==> config.mk <==
export PLATFORM = sky130hd
export DESIGN_NAME = uart_responder
export DESIGN_NICKNAME = d
export VERILOG_FILES = /design/src/rtl/uart_responder.sv
export SDC_FILE = /design/constraint.sdc
export NUM_CORES = 1
export LEC_CHECK = 0
export ABC_AREA = 1
export BUFFER_PORTS_ARGS = -buffer_cell sky130_fd_sc_hd__clkbuf_2
export CORE_ASPECT_RATIO = 1.25
export CORE_MARGIN = 2
export CORE_UTILIZATION = 40
export DETAILED_ROUTE_END_ITERATION = 10
export GPL_TIMING_DRIVEN = 0
export SLEW_MARGIN = 40
export SYNTH_ARGS = -nofsm -noshare
export SYNTH_HDL_FRONTEND = slang
export SYNTH_SLANG_ARGS = --single-unit
==> constraint.sdc <==
create_clock -name Clk -period 4.31 [get_ports Clk]
set_input_delay 0.2155 -clock Clk [delete_from_list [all_inputs] [get_ports Clk]]
set_output_delay 0.2155 -clock Clk [all_outputs]
set_load 0.02 [all_outputs]
==> src/rtl/uart_responder.sv <==
// Device-side serial port for the CPU bus handshake.
// 8N1 transmitter with holding register plus receiver with single-byte buffer.
module uart_responder #(
  parameter int CLKS_PER_BIT = 434
) (
  input  logic       Clk,
  input  logic       Rst,
  input  logic       wrn,
  input  logic       rdn,
  input  logic [7:0] data_in,
  output logic [7:0] data_out,
  output logic       data_oe,
  output logic       data_ready,
  output logic       tbre,
  output logic       tsre,
  input  logic       rxd,
  output logic       txd
);

  localparam int CW = $clog2(CLKS_PER_BIT);
  localparam logic [CW-1:0] LAST = CW'(CLKS_PER_BIT - 1);
  localparam logic [CW-1:0] MID  = CW'(CLKS_PER_BIT / 2 - 1);

  typedef enum logic [1:0] {IDLE, START, DATA, STOP} st_t;

  logic       wrn_q, wrn_qq, rdn_q, rdn_qq;
  logic [7:0] cap, hold;
  logic       hold_full;
  logic       wr_rise, rd_rise;

  assign wr_rise = wrn_q & ~wrn_qq;
  assign rd_rise = rdn_q & ~rdn_qq;
  assign data_oe = ~rdn_q;
  assign tbre    = ~hold_full;

  st_t          tx_st, tx_nx;
  logic [CW-1:0] tx_cnt, tx_cnt_nx;
  logic [2:0]   tx_bit, tx_bit_nx;
  logic [7:0]   tx_sh, tx_sh_nx;
  logic         tx_load, txd_nx;

  st_t          rx_st, rx_nx;
  logic [CW-1:0] rx_cnt, rx_cnt_nx;
  logic [2:0]   rx_bit, rx_bit_nx;
  logic [7:0]   rx_sh, rx_sh_nx;
  logic         rx_s1, rx_s2, rx_prev, rx_done;

  assign tsre = (tx_st == IDLE);

  always_ff @(posedge Clk or negedge Rst) begin
    if (!Rst) begin
      wrn_q     <= 1'b1;
      wrn_qq    <= 1'b1;
      rdn_q     <= 1'b1;
      rdn_qq    <= 1'b1;
      cap       <= '0;
      hold      <= '0;
      hold_full <= 1'b0;
    end else begin
      wrn_q  <= wrn;
      wrn_qq <= wrn_q;
      rdn_q  <= rdn;
      rdn_qq <= rdn_q;
      if (!wrn_q) cap <= data_in;
      if (tx_load) hold_full <= 1'b0;
      // a full holding register silently drops the write
      if (wr_rise && !hold_full) begin
        hold      <= cap;
        hold_full <= 1'b1;
      end
    end
  end

  always_comb begin
    tx_nx     = tx_st;
    tx_cnt_nx = tx_cnt;
    tx_bit_nx = tx_bit;
    tx_sh_nx  = tx_sh;
    tx_load   = 1'b0;
    unique case (tx_st)
      IDLE: if (hold_full) begin
        tx_load   = 1'b1;
        tx_nx     = START;
        tx_cnt_nx = '0;
        tx_sh_nx  = hold;
      end
      START: if (tx_cnt == LAST) begin
        tx_nx     = DATA;
        tx_cnt_nx = '0;
        tx_bit_nx = '0;
      end else tx_cnt_nx = tx_cnt + 1'b1;
      DATA: if (tx_cnt == LAST) begin
        tx_cnt_nx = '0;
        tx_sh_nx  = tx_sh >> 1;
        if (tx_bit == 3'd7) tx_nx = STOP;
        else tx_bit_nx = tx_bit + 1'b1;
      end else tx_cnt_nx = tx_cnt + 1'b1;
      STOP: if (tx_cnt == LAST) begin
        tx_cnt_nx = '0;
        if (hold_full) begin
          tx_load  = 1'b1;
          tx_nx    = START;
          tx_sh_nx = hold;
        end else tx_nx = IDLE;
      end else tx_cnt_nx = tx_cnt + 1'b1;
      default: tx_nx = IDLE;
    endcase
    txd_nx = 1'b1;
    if (tx_nx == START) txd_nx = 1'b0;
    else if (tx_nx == DATA) txd_nx = tx_sh_nx[0];
  end

  always_ff @(posedge Clk or negedge Rst) begin
    if (!Rst) begin
      tx_st  <= IDLE;
      tx_cnt <= '0;
      tx_bit <= '0;
      tx_sh  <= '0;
      txd    <= 1'b1;
    end else begin
      tx_st  <= tx_nx;
      tx_cnt <= tx_cnt_nx;
      tx_bit <= tx_bit_nx;
      tx_sh  <= tx_sh_nx;
      txd    <= txd_nx;
    end
  end

  always_comb begin
    rx_nx     = rx_st;
    rx_cnt_nx = rx_cnt;
    rx_bit_nx = rx_bit;
    rx_sh_nx  = rx_sh;
    rx_done   = 1'b0;
    unique case (rx_st)
      IDLE: if (rx_prev && !rx_s2) begin
        rx_nx     = START;
        rx_cnt_nx = '0;
        rx_bit_nx = '0;
      end
      // a line back high at mid start bit is treated as a glitch
      START: if (rx_cnt == MID) begin
        rx_cnt_nx = '0;
        rx_nx     = rx_s2 ? IDLE : DATA;
      end else rx_cnt_nx = rx_cnt + 1'b1;
      DATA: if (rx_cnt == LAST) begin
        rx_cnt_nx = '0;
        rx_sh_nx  = {rx_s2, rx_sh[7:1]};
        if (rx_bit == 3'd7) rx_nx = STOP;
        else rx_bit_nx = rx_bit + 1'b1;
      end else rx_cnt_nx = rx_cnt + 1'b1;
      STOP: if (rx_cnt == LAST) begin
        rx_nx   = IDLE;
        rx_done = rx_s2;
      end else rx_cnt_nx = rx_cnt + 1'b1;
      default: rx_nx = IDLE;
    endcase
  end

  always_ff @(posedge Clk or negedge Rst) begin
    if (!Rst) begin
      rx_s1      <= 1'b1;
      rx_s2      <= 1'b1;
      rx_prev    <= 1'b1;
      rx_st      <= IDLE;
      rx_cnt     <= '0;
      rx_bit     <= '0;
      rx_sh      <= '0;
      data_out   <= '0;
      data_ready <= 1'b0;
    end else begin
      rx_s1   <= rxd;
      rx_s2   <= rx_s1;
      rx_prev <= rx_s2;
      rx_st   <= rx_nx;
      rx_cnt  <= rx_cnt_nx;
      rx_bit  <= rx_bit_nx;
      rx_sh   <= rx_sh_nx;
      // a completing byte beats a read acknowledge in the same cycle
      if (rx_done) begin
        data_out   <= rx_sh;
        data_ready <= 1'b1;
      end else if (rd_rise) begin
        data_ready <= 1'b0;
      end
    end
  end

endmodule

==> flow_summary_export.csv <==
group,metric,value,unit
run_status,status,"finished clean",
logic_synthesis,avgSynthCellArea,8.313,sq um
timing,period_needed,1.994,ns
timing,worstMarginPinSlew,0.4144,ns
clock_tree,cts_resized,0,
clock_tree,path_clk_slew,0.06,ns
timing,relSlewSlack,72.27,%
cells_and_area,diodes,0,
critical_path,rr_worst_depth,10,
critical_path,r2r_setup_slack,2.32,ns
route,vias,2972,
placement,place_ws,2.329,ns
cells_and_area,final_util,48.27,%
route,drc_errors,0,
logic_synthesis,yosysTopAreaCell,"dfrtp_1",
logic_synthesis,ys_types,31,
critical_path,arrival,2.25,ns
clock_tree,cts_sinks,78,
timing,setup_ws,2.316,ns
floorplan,coreArea,9125,sq um
timing,maxSlewViolCount,0,
placement,place_inst,601,
power_and_ir_drop,p_switching,832.4,uW
logic_synthesis,synth_nets,479,
route,detail_route.wl_per_cell,11.54,um
timing,hold_viol,0,
floorplan,die_x,90.69,um
logic_synthesis,synth_area,3757,sq um
route,wirelength,7165,um
timing,grt_setup_unrepaired,"no",
floorplan,die_area,10190,sq um
global_route,grt_pass1_wl,12720,um
worst_hold_path,hold_end,"cap[5]$_DFFE_PN0N_",
timing,finClkSkew,0.007752,ns
critical_path,crit_required,4.56,ns
clock_tree,clockBufferDepth,2,
logic_synthesis,synth_cells,452,
power_and_ir_drop,sequentialPowerShare,39.3,%
power_and_ir_drop,p_sw_share,34.93,%
cells_and_area,nets,520,
power_and_ir_drop,ir_worst_vdd,0.2420,mV
timing,fin_tns_setup,0,ns
floorplan,initial_utilization,41.18,%
route,routed_via_density,4.786,
route,antenna_left,0,
logic_synthesis,synth-seq-cells,78,
logic_synthesis,synthArstFlopShare,100.0,%
critical_path,crit_path_start_kind,"flip-flop",
power_and_ir_drop,leakage,2.184,nW
timing,setup_violations,0,
timing,period_share,46.27,%
logic_synthesis,synth_warnings,0,
floorplan,rows,39,
power_and_ir_drop,pwr_density_cell,541.1,nW/um^2
cells_and_area,drive_gt1_share,15.66,%
placement,port_buffers,25,
logic_synthesis,synth-main-ff-cell,"dfrtp_1",
power_and_ir_drop,pwr-share-comb,29.5,%
placement,dp_hpwl,5152,um
critical_path,path_buf_inv,2,
logic_synthesis,synth_edf_count,0,
power_and_ir_drop,pwr-share-clk,31.1,%
worst_hold_path,hold_depth,3,
placement,place_congestion,0.8656,
power_and_ir_drop,internal_power,1.551,mW
flow_run,cap_violations,0,
clock_tree,post-cts-setup-buffers,0,
clock_tree,clk-insertion-delay-late,0.33,ns
critical_path,cp-end-kind,"flip-flop",
clock_tree,root_buffer,"clkbuf_16",
cells_and_area,final_cells,621,
critical_path,critical_path.top_delay_family,"simple AND/OR/NAND/NOR gates",
logic_synthesis,synth_seq_area_share,52.21,%
worst_hold_path,worst_hold_path_type,"in2reg",
global_route,grt_pass1_vias,2889,
floorplan,io_pins,26,
global_route,grtUsageTotal,15.21,%
critical_path,path_max_fanout,10,
clock_tree,cts_max_level,3,
route,drt_first_iter_violations,143,
logic_synthesis,synth_top_area_share,46.62,%
floorplan,fp.dieH,112.4,um
critical_path,cp_slowest_stage_delay,0.44,ns
critical_path,reg2reg_from,"tx_st[1]$_DFF_PN0_",
logic_synthesis,synthTopCellsByArea,"dfrtp_1 47%, nand2_1 12%, dfstp_2 5.6%, inv_1 5.3%, ha_1 4.7%",
worst_hold_path,worstHoldStart,"data_in[5]",
global_route,gr-total-overflow,0,
global_route,antenna_found_initial,0,
clock_tree,numCtsBuffers,9,
route,dr.pass1.iters,4,
cells_and_area,fillers,887,
critical_path,slowest_stage,"dfrtp_1",
global_route,grt_max_degree,70,
critical_path,crit_path_cell_trace,"inv_1 > ha_1 > inv_2 > nor2_2 > nor2_1 > nand2_1 > nor2_1 > nand2_1 > o22ai_1 > a21oi_1",
critical_path,crit_type,"reg2reg",
cells_and_area,area_growth,17.22,%
power_and_ir_drop,finalPower,2.383,mW
timing,max_freq,501.5,MHz
critical_path,worstReg2RegEnd,"tx_cnt[7]$_DFFE_PN0P_",
clock_tree,postCtsHoldBufs,4,
clock_tree,cts_tree,"yes",
-- placed cells by master (no fill, tap or decap), types with 2 or more instances in the layout --
master         instances
a21oi_1               13
clkbuf_1               5
inv_1                 53
xor2_1                 2
nand4_1                3
buf_2                  3
dfstp_2                8
o21ai_1               33
nand2_2                2
nor2_2                 2
clkbuf_2              24
nor3_2                 2
ha_1                  14
inv_2                 13
a22o_1                 2
o22ai_1                9
nand2_1              120
dfrtp_1               70
o21ai_0               21
nor3_1                 5
mux2_2                 2
clkbuf_16              9
nor2_1                37
dlygate4sd3_1          4
clkinv_2               3
nand3_1               25
-- sequential cells by signal, indices dropped and copies added (netlist names), 2 cells and up, named ones only --
| name | flops |
|---|---|
| tx_sh | 8 |
| rx_bit | 3 |
| hold | 8 |
| tx_st | 2 |
| tx_cnt | 9 |
| cap | 8 |
| rx_cnt | 9 |
| tx_bit | 3 |
| data_out | 8 |
| rx_sh | 8 |
-- how the worst max path moves through the flow --
stage / startpoint / to / cells past startpoint
floorplan: tx_st[1]$_DFF_PN0_ / tx_cnt[7]$_DFFE_PN0P_ / 10
global placement: Rst / data_out[5]$_DFFE_PN0P_ / 1
detailed placement: tx_st[1]$_DFF_PN0_ / tx_cnt[7]$_DFFE_PN0P_ / 10
CTS: tx_st[1]$_DFF_PN0_ / tx_cnt[7]$_DFFE_PN0P_ / 10
global route: tx_st[1]$_DFF_PN0_ / tx_cnt[7]$_DFFE_PN0P_ / 10
finish: tx_st[1]$_DFF_PN0_ / tx_cnt[7]$_DFFE_PN0P_ / 10
-- per-layer routing --
| layer | vias up | share of wire [%] | GRT usage, % |
|---|---|---|---|
| met1 | 1390 | 46 | 19.28 |
| li1 | 1519 | - | - |
| met5 | - | 0 | 0 |
| met3 | 12 | 3.4 | 3.289 |
| met4 | 0 | 1.5 | 5.949 |
| met2 | 51 | 49 | 25.47 |
-- cells in the mapped netlist (3+ instances only) --
| cell type | instances |
|---|---|
| o21ai_0 | 21 |
| nand3_1 | 25 |
| dfrtp_1 | 70 |
| dfstp_2 | 8 |
| o22ai_1 | 9 |
| buf_2 | 3 |
| nand4_1 | 3 |
| ha_1 | 14 |
| clkbuf_1 | 4 |
| o21ai_1 | 33 |
| nand2_1 | 120 |
| inv_1 | 53 |
| nor2_1 | 37 |
| a21oi_1 | 13 |
| inv_2 | 13 |
| nor3_1 | 5 |
-- cell type report --
class                      instances  area [sq um]  area share [%]
clock inverter                     6         62.56           1.420
multi-input combinational        300          1506           34.20
clock buffer                      10         229.0           5.199
tap                              123         153.9           3.494
inverter                          66         247.7           5.625
buffer                             8         41.29          0.9375
sequential                        78          1962           44.55
timing repair buffer              30         201.4           4.574
-- worst register-to-register path, delay by kind of cell (launching register included) --
kind	cells	cell delay, ns
AND/OR/NAND/NOR	5	0.73
flip-flops	1	0.44
adder cells (fa/ha/maj)	1	0.27
buffers and inverters	2	0.25
AO/OA/AOI/OAI	2	0.23
-- cells by family (layout without fill, tap and decap cells) --
logic type	count (synthesis)	in the layout	synth area share, %
xor+xnor	3	3	0.6994
simple gates	200	200	22.44
mux	3	3	0.8990
flops	78	78	52.21
compound gates	80	80	11.39
buf+inv	74	120	7.692
fa+ha+maj	14	14	4.662
-- through the flow --
| step | cell area [sq um] | hold slack, ns |
|---|---|---|
| global route | 4404 | 0.1267 |
| detailed placement | 4073 | 0.05955 |
| CTS | 4404 | 0.1104 |
| finish | 4404 | 0.1168 |
| floorplan | 3757 | -0.08009 |
| global placement | 4036 | 0.3027 |
-- power groups by stage --
stage	clock (mW)	sequential [mW]	combinational, mW
floorplan	0	0.937	0.533
global placement	0	0.948	0.684
detailed placement	0	0.952	0.699
CTS	0.764	0.938	0.706
global route	0.793	0.956	0.808
finish	0.742	0.937	0.704
No activity file was read; power rests on OpenSTA's default activity.
